**src/rtl/sha256_pkg.sv**
```systemverilog
// Shared SHA-256 constants and the message padder state encoding.
// The compression core imports this package as well.
package sha256_pkg;

    localparam int SHA256_BLOCK_BITS  = 512;
    localparam int SHA256_BLOCK_BYTES = 64;
    localparam int SHA256_LEN_BYTES   = 8;
    localparam int SHA256_LEN_OFFSET  = 56;

    localparam logic [7:0] SHA256_PAD_BYTE = 8'h80;

    typedef enum logic [1:0] {
        FILL  = 2'd0,
        SEND  = 2'd1,
        EXTRA = 2'd2
    } padder_state_t;

endpackage

```
**src/rtl/sha256_pad_builder.sv**
```systemverilog
// Combinational block former: merges buffered message bytes with the 0x80
// marker, zero fill and the big-endian bit length.
// i_p is the number of message bytes held in i_buf (1..64). With i_extra set
// the buffer is ignored and the trailing padding-only block is produced;
// its byte 0 carries the marker only when the previous block was full.
module sha256_pad_builder
    import sha256_pkg::*;
(
    input  logic [SHA256_BLOCK_BITS-1:0] i_buf,
    input  logic [6:0]                   i_p,
    input  logic [63:0]                  i_len,
    input  logic                         i_extra,
    output logic [SHA256_BLOCK_BITS-1:0] o_block
);

    genvar gi;
    generate
        for (gi = 0; gi < SHA256_BLOCK_BYTES; gi++) begin : g_byte
            logic [7:0] w_byte;

            if (gi >= SHA256_LEN_OFFSET) begin : g_len
                // Tail bytes: length field when it fits, otherwise message/marker/zero
                always_comb begin
                    w_byte = 8'h00;
                    if (i_extra || (i_p <= 7'(SHA256_LEN_OFFSET - 1)))
                        w_byte = i_len[(SHA256_BLOCK_BYTES - 1 - gi) * 8 +: 8];
                    else if (7'(gi) < i_p)
                        w_byte = i_buf[SHA256_BLOCK_BITS - 1 - 8 * gi -: 8];
                    else if (7'(gi) == i_p)
                        w_byte = SHA256_PAD_BYTE;
                end
            end else begin : g_msg
                // Body bytes: message, then the marker, then zeros
                always_comb begin
                    w_byte = 8'h00;
                    if (i_extra) begin
                        if ((gi == 0) && (i_p == 7'(SHA256_BLOCK_BYTES)))
                            w_byte = SHA256_PAD_BYTE;
                    end else if (7'(gi) < i_p) begin
                        w_byte = i_buf[SHA256_BLOCK_BITS - 1 - 8 * gi -: 8];
                    end else if (7'(gi) == i_p) begin
                        w_byte = SHA256_PAD_BYTE;
                    end
                end
            end

            assign o_block[SHA256_BLOCK_BITS - 1 - 8 * gi -: 8] = w_byte;
        end
    endgenerate

endmodule

```
**src/rtl/sha256_msg_padder.sv**
```systemverilog
// Byte-stream to 512-bit block packer with SHA-256 message padding.
// The block presented to the core is formed combinationally from registered
// buffer/length/pointer state, so it is inherently stable while stalled.
module sha256_msg_padder
    import sha256_pkg::*;
#(
    parameter int BLOCK_BYTES = SHA256_BLOCK_BYTES,
    parameter int LEN_BITS    = 64
) (
    input  logic                         clk,
    input  logic                         rst_n,
    input  logic [7:0]                   in_data,
    input  logic                         in_valid,
    input  logic                         in_last,
    output logic                         in_ready,
    output logic [SHA256_BLOCK_BITS-1:0] blk_data,
    output logic                         blk_valid,
    output logic                         blk_last,
    input  logic                         blk_ready
);

    padder_state_t               r_state;
    logic [6:0]                  r_ptr;      // write pointer into the buffer
    logic [6:0]                  r_blk_p;    // byte count of the block in flight
    logic [LEN_BITS-1:0]         r_len;      // running message length in bits
    logic                        r_last;     // block in flight ends the message
    logic                        r_pending;  // a padding-only block must follow
    logic                        r_extra;    // block in flight is padding-only

    logic                        w_xfer;
    logic [6:0]                  w_p;
    logic [SHA256_BLOCK_BITS-1:0] w_buf_flat;
    logic [SHA256_BLOCK_BITS-1:0] w_block;
    logic [63:0]                 w_len_field;

    assign in_ready    = (r_state == FILL);
    assign w_xfer      = in_valid && in_ready;
    assign w_p         = r_ptr + 7'd1;
    assign w_len_field = 64'(r_len);

    genvar gi;
    generate
        for (gi = 0; gi < BLOCK_BYTES; gi++) begin : g_buf
            logic [7:0] r_byte;

            // Capture the incoming byte into the slot selected by the pointer
            always_ff @(posedge clk or negedge rst_n) begin
                if (!rst_n)
                    r_byte <= 8'h00;
                else if (w_xfer && (r_ptr == 7'(gi)))
                    r_byte <= in_data;
            end

            assign w_buf_flat[SHA256_BLOCK_BITS - 1 - 8 * gi -: 8] = r_byte;
        end
    endgenerate

    sha256_pad_builder u_builder (
        .i_buf   (w_buf_flat),
        .i_p     (r_blk_p),
        .i_len   (w_len_field),
        .i_extra (r_extra),
        .o_block (w_block)
    );

    // Padder FSM: collect bytes, present blocks, insert the padding-only block
    always_ff @(posedge clk or negedge rst_n) begin
        if (!rst_n) begin
            r_state   <= FILL;
            r_ptr     <= 7'd0;
            r_blk_p   <= 7'd0;
            r_len     <= '0;
            r_last    <= 1'b0;
            r_pending <= 1'b0;
            r_extra   <= 1'b0;
        end else begin
            case (r_state)
                FILL: begin
                    if (w_xfer) begin
                        r_len   <= r_len + LEN_BITS'(8);
                        r_ptr   <= w_p;
                        r_blk_p <= w_p;
                        if (in_last) begin
                            r_state <= SEND;
                            // Length only fits if the marker lands before byte 56
                            if (w_p <= 7'(SHA256_LEN_OFFSET - 1)) begin
                                r_last    <= 1'b1;
                                r_pending <= 1'b0;
                            end else begin
                                r_last    <= 1'b0;
                                r_pending <= 1'b1;
                            end
                        end else if (w_p == 7'(BLOCK_BYTES)) begin
                            r_state   <= SEND;
                            r_last    <= 1'b0;
                            r_pending <= 1'b0;
                        end
                    end
                end
                SEND: begin
                    if (blk_ready) begin
                        r_ptr  <= 7'd0;
                        r_last <= 1'b0;
                        if (r_last)
                            r_len <= '0;
                        if (r_pending) begin
                            r_state   <= EXTRA;
                            r_extra   <= 1'b1;
                            r_pending <= 1'b0;
                        end else begin
                            r_state <= FILL;
                            r_extra <= 1'b0;
                        end
                    end
                end
                EXTRA: begin
                    r_state <= SEND;
                    r_last  <= 1'b1;
                end
                default: r_state <= FILL;
            endcase
        end
    end

    assign blk_valid = (r_state == SEND);
    assign blk_last  = r_last;
    assign blk_data  = blk_valid ? w_block : '0;

endmodule

```
**config.mk**
```make
export PLATFORM = sky130hd
export DESIGN_NAME = sha256_msg_padder
export DESIGN_NICKNAME = d
export VERILOG_FILES = /design/src/rtl/sha256_pkg.sv /design/src/rtl/sha256_pad_builder.sv /design/src/rtl/sha256_msg_padder.sv
export SDC_FILE = /design/constraint.sdc
export NUM_CORES = 1
export LEC_CHECK = 0
export CORE_MARGIN = 1.5
export CORE_UTILIZATION = 64
export CTS_CLUSTER_DIAMETER = 60
export DETAILED_ROUTE_END_ITERATION = 12
export DONT_BUFFER_PORTS = 1
export HOLD_SLACK_MARGIN = 0.08
export PLACE_DENSITY_LB_ADDON = 0.12
export SYNTH_ARGS = -nofsm -noshare
export SYNTH_HDL_FRONTEND = slang
export SYNTH_SLANG_ARGS = --single-unit
```
**constraint.sdc**
```tcl
create_clock -name clk -period 2.8 [get_ports clk]
set_input_delay 0.7 -clock clk [delete_from_list [all_inputs] [get_ports clk]]
set_output_delay 0.7 -clock clk [all_outputs]
set_load 0.005 [all_outputs]
```
-- Yosys cells after proc, flatten, opt, wreduce, memory -nomap -nowiden
Cells that the tools add are included.
- add/sub/neg operators: 2
- order comparisons: 66
- equal/unequal tests: 134
- muxes and demuxes: 218
- reductions and logical operators: 78
- operators by type and width (kind ; number):
    8-bit two-way mux ; 193
    512-bit two-way mux ; 1
    6-bit by 7-bit equality test with 1-bit output, first input constant ; 32
    7-bit by 6-bit equality test with 1-bit output, second input constant ; 32
    6-bit by 7-bit less-than comparator with 1-bit output, first input constant ; 32
    64-bit two-way mux ; 3
    64-bit case mux with 2 select lines ; 1
    5-bit by 7-bit equality test with 1-bit output, first input constant ; 16
    7-bit by 5-bit equality test with 1-bit output, second input constant ; 16
    5-bit by 7-bit less-than comparator with 1-bit output, first input constant ; 16
    1-bit logical AND ; 65
    64-bit by 4-bit adder with 64-bit output, second input constant ; 1
    4-bit by 7-bit equality test with 1-bit output, first input constant ; 8
    7-bit by 4-bit equality test with 1-bit output, second input constant ; 8
    4-bit by 7-bit less-than comparator with 1-bit output, first input constant ; 8
    3-bit by 7-bit equality test with 1-bit output, first input constant ; 4
    7-bit by 3-bit equality test with 1-bit output, second input constant ; 4
    3-bit by 7-bit less-than comparator with 1-bit output, first input constant ; 4
    2-bit by 7-bit equality test with 1-bit output, first input constant ; 2
    7-bit by 2-bit equality test with 1-bit output, second input constant ; 2
    7-bit equality test, second input constant ; 2
    7-bit by 6-bit less-or-equal comparator with 1-bit output, second input constant ; 2
    7-bit logical NOT ; 2
    1-bit by 7-bit less-than comparator with 1-bit output, first input constant ; 2
    22 further kinds ; 42
- register bits after elaboration: 595
- input bits: 13
- output and inout port bits: 515
- logic and storage cells: 569

-- Logic depth before layout (Yosys ltp)
- depth in word-level cells: 6
- mapped depth: 10
- gate-level depth less buffers: 7

-- Hierarchy
A second synthesis with hierarchy kept.
- cell total of the unflattened synthesis: 3067
- area, all modules: 32163.3 um^2
- modules (own cells, without submodules) (module ; instances ; cells each ; area each (um^2) ; seq. area each (um^2)):
    sha256_msg_padder ; 1 ; 2252 ; 27127.3 ; 14814.2
    sha256_pad_builder ; 1 ; 815 ; 5036.1 ; 0.0

-- Worst setup path after synthesis
Ideal clock, no wire load.
- path kind: register -> output
- start point: reg r_state[1]
- end point: out blk_data[40]
- data arrival time: 2.013 ns
- required time: 2.100 ns
- slack: 0.087 ns
- cell stages (with the launch flop): 10
- buffers on the path: 3
- path through: dfrtp_1 inv_1 ha_1 buf_6 inv_1 clkbuf_1 nor2_2 clkbuf_1 o21a_1 a22o_1
- cells in the longest elaborated chain, start to end: 2
- RTL lines (element ; line ; RTL):
    start: declaration ; sha256_msg_padder.sv:22 ; padder_state_t r_state;
    start signal: assignment ; sha256_msg_padder.sv:69 ; r_state <= FILL;
    start signal: assignment ; sha256_msg_padder.sv:84 ; r_state <= SEND;
    start signal: assignment ; sha256_msg_padder.sv:94 ; r_state <= SEND;
    2-bit by 1-bit equality test with 1-bit output ; sha256_msg_padder.sv:125 ; assign blk_valid = (r_state == SEND);
    named net blk_valid ; sha256_msg_padder.sv:17 ; output logic blk_valid,
    512-bit two-way mux ; sha256_msg_padder.sv:127 ; assign blk_data = blk_valid ? w_block : '0;
    end: declaration ; sha256_msg_padder.sv:16 ; output logic [SHA256_BLOCK_BITS-1:0] blk_data,
The timed path passes the listed nets, and every way through them passes these cells.

-- Worst setup path in the final report
- start point: reg r_blk_p[3]
- end point: out blk_data[367]
- cells in the longest elaborated chain, start to end: 5
- elaborated cells between the ends (all ways): 6
- classes of those cells: order compare (1); eq/ne (1); mux (4)
- RTL lines (element ; line ; RTL):
    start: declaration ; sha256_msg_padder.sv:24 ; logic [6:0] r_blk_p;
    start signal: assignment ; sha256_msg_padder.sv:82 ; r_blk_p <= w_p;
    parallel branches: the longest is 2 deep, another holds 5-bit by 7-bit less-than comparator with 1-bit output ; -- ;
    8-bit two-way mux * ; sha256_pad_builder.sv:39 ; end else if (7'(gi) < i_p) begin
    8-bit two-way mux * ; sha256_pad_builder.sv:36 ; if (i_extra) begin
    512-bit two-way mux * ; sha256_msg_padder.sv:127 ;
Mark *: on every way between the ends.

==> reports/metrics.csv <==
stage,metric,value,unit
critical_path,startpoint_type,flop,
clock_network,cts_sinks,592,
min_path,min_path_type,in -> async,
route,drc,0,
pwr,ir_drop,0.625,mV
route,drt_first_pass_iters,6,
clock_network,cts_root_buf,clkbuf_16,
floorplan,fp.dieH,215,µm
place,dp.final_hpwl,59300,µm
floorplan,core,44200,µm²
clock_network,cts_tree,built,
grt,grt.busiest_layer,met2,
floorplan,io_pins,528,
yosys,ys_seq_area_frac,0.516,
route,final_antenna_net_count,0,
grt,grt_usage,0.398,
sta,hold_ws,-0.240,ns
sta,tightest_slew,2.55,ns
yosys,synth_seq_cells,592,
yosys,synth_top_family_by_area,multiplexers,
clock_network,clk_latency,0.64,ns
critical_path,critical_path_required,2.10,ns
cells_and_area,drive_above_1_share,0.552,
cells_and_area,final_core_util,0.849,
sta,max_freq,293,MHz
sta,slew_violations,342,
grt,grt_max_degree,593,
yosys,synth_top_area_cell,dfrtp_1,
route,vias_per_cell,7.02,
yosys,ys_warn_count,0,
sta,fin_skew,0.0355,ns
critical_path,cp.arrival,2.71,ns
clock_network,clk_path_buf_depth,3,
route,vias,23622,
yosys,synth_mux_area_frac,0.203,
yosys,synth_compound_area_frac,0.0716,
floorplan,start_util,0.649,
outcome,status,"complete, but fails checks",
outcome,violations,"hold timing, slew limit, setup timing",
place,gp_congestion,0.914,
pwr,p_total,25900,µW
yosys,synth_xor_area_frac,0.00701,
yosys,netlist_top_cells_area,"dfrtp_1, mux2_2, and2_1",
yosys,async_reset_ff_frac,1.00,
route,drt-wirelength-per-cell,32.4,µm
pwr,p_leak,0.0178,µW
sta,timing.final.ws_setup,-0.614,ns
yosys,synthFlopType,dfrtp_1,
sta,hold_viol_final,155,
cells_and_area,finalNetCount,2741,
cells_and_area,syn2layout_area_growth,30.7,%
clock_network,cts_buffers,60,
yosys,syn_inst,2513,
floorplan,die-area,46200,µm²
critical_path,critical_path_class,reg -> out,
grt,grt.overflow.total,0,
yosys,synth_top_cell_area_share,0.516,
floorplan,die_w,215,µm
place,port_buffers,0,
yosys,synth.distinct_cells,68,
yosys,synthesis.area,28700,µm²
route,totalWireLength,109000,µm
sta,rsz0062_at_grt,yes,
sta,timing.setup.tns,-146.42,ns
job,max-cap-violations,0,
floorplan,rows,77,
pwr,powerDensity,690,nW/µm²
yosys,synth.avg_cell_area,11.4,µm²
route,drt-initial-drc-count,2824,
clock_network,htree_levels,2,
yosys,syn_nets,2536,
sta,setup_violations,809,
yosys,synth_fa_ha_area_frac,0.00436,
grt,use_met3,0.113,
critical_path,cp-end-kind,output port,
sta,period_share,1.22,
grt,grtUsageMet1,0.507,
grt,grt_pass1_vias,21751,
grt,met2_usage,0.624,
clock_network,clk_pin_slew,0.06,ns
yosys,synth-simple-area-share,0.173,
yosys,synth-edff-count,0,
sta,period_minus_slack,3.41,ns
sta,slew_headroom,-0.700,
grt,antenna_found_initial,4,
grt,grt_pass1_wl,139000,µm
critical_path,critPathMaxFanout,7,
==> synth_stat cells (all sizes together), types with 4 or more instances <==
| cell type | n |
|---|---|
| mux2i | 4 |
| or3 | 22 |
| a32o | 5 |
| o31ai | 29 |
| nor2b | 9 |
| nor2 | 110 |
| a32oi | 10 |
| nand2b | 11 |
| a31oi | 6 |
| xnor2 | 11 |
| nor4 | 12 |
| o41ai | 6 |
| nor3b | 5 |
| inv | 19 |
| nand4 | 24 |
| or2 | 6 |
| a22oi | 14 |
| clkbuf | 134 |
| nand2 | 155 |
| a21oi | 93 |
| a22o | 52 |
| or4 | 23 |
| ha | 10 |
| buf | 32 |
| and2 | 285 |
| nor3 | 23 |
| a21o | 6 |
| and4 | 6 |
| o21a | 18 |
| and3 | 148 |
| xor2 | 12 |
| dfrtp | 592 |
| nand3 | 35 |
| o21ai | 53 |
| mux2 | 514 |
==> flip-flops by register name, summed over array words and instances (netlist names) <==
signal and flops:
blk_last 1, g_buf.r_byte 512, r_blk_p 7, r_extra 1, r_len 61, r_pending 1
r_ptr 7, r_state 2
==> placed cells by master, fill, tap and decap left out, types with 44 or more instances in the layout <==
master and instances:
dfrtp_1 584, mux2_2 514, and2_4 194, buf_4 149, and3_4 127, nand2_1 121
and2_1 90, buf_6 81, clkbuf_16 77, a21oi_1 49, nor2_1 44
==> layout make-up <==
cell class / instances / area (µm²)
fill: 2099 / 6680
clock buffer: 95 / 1830
timing repair buffer: 303 / 3590
tap: 592 / 741
clock inverter: 18 / 240
inverter: 19 / 81.3
sequential: 592 / 14800
antenna: 2 / 5.00
multi-input combinational: 1742 / 16200
==> where the power goes <==
| group | total [µW] | leakage [µW] | internal (µW) | switching (µW) |
|---|---|---|---|---|
| Sequential | 9350 | 0.00819 | 8960 | 390 |
| Combinational | 8050 | 0.00859 | 3710 | 4340 |
| Clock | 8520 | 0.00103 | 4960 | 3560 |
==> worst max-delay path: stages (launching register included) <==
cell and delay, ns:
dfrtp_2 0.51, buf_12 0.19, nor4b_4 0.59, nand2b_1 0.24
buf_6 0.19, nor2_2 0.08, a21oi_1 0.06, nor2_2 0.21
==> cell families after synthesis <==
kind of cell | after synthesis
buffers and inverters | 185
adders and majority gates | 10
and+or+nand+nor | 878
AOI/OAI and AO/OA | 307
DFF | 592
muxes | 518
xor gates and xnor gates | 23
==> path summary, 6_finish.rpt <==
path                                                 from                         endpoint  slack [ns]  cells after the start
max                                r_blk_p[3]$_DFFE_PN0P_                    blk_data[367]       -0.61                      7
min                                                 rst_n  g_buf[60].r_byte[4]$_DFFE_PN0P_       -0.24                      0
max reg2reg                        r_state[1]$_DFFE_PN0P_  g_buf[23].r_byte[3]$_DFFE_PN0P_       -0.28                      8
min reg2reg                g_buf[2].r_byte[3]$_DFFE_PN0P_   g_buf[2].r_byte[3]$_DFFE_PN0P_        0.50                      1
max in group asynchronous                           rst_n  g_buf[55].r_byte[6]$_DFFE_PN0P_        1.03                      0
min in group clk                               in_data[2]  g_buf[23].r_byte[2]$_DFFE_PN0P_        0.22                      1
==> what timing repair did <==
item | 4_1_cts | 5_1_grt
resized for setup | 317 | 592
endpoints found under the setup margin | 517 | 813
pin swaps | 76 | 283
hold endpoints to repair | 592 | 592
setup buffers | 54 | 116
gates cloned | 12 | 26
==> through the flow <==
stage | cells | area (µm²) | setup WS [ns] | hold WS, ns
floorplan | 2513 | 28700 | 0.0869 | 0.404
global placement | 3048 | 29700 | -0.0385 | 0.419
detailed placement | 3048 | 29700 | -0.0542 | 0.421
CTS | 3226 | 33700 | -0.241 | -0.246
global route | 3361 | 37500 | -0.648 | -0.261
finish | 3363 | 37500 | -0.614 | -0.240
==> per-layer routing <==
metal	share of wire	wire, µm
met2	0.46	50400
met3	0.12	12800
met5	0.00012	13
met4	0.070	7600
met1	0.35	38100
(Power assumes the default switching activity.)
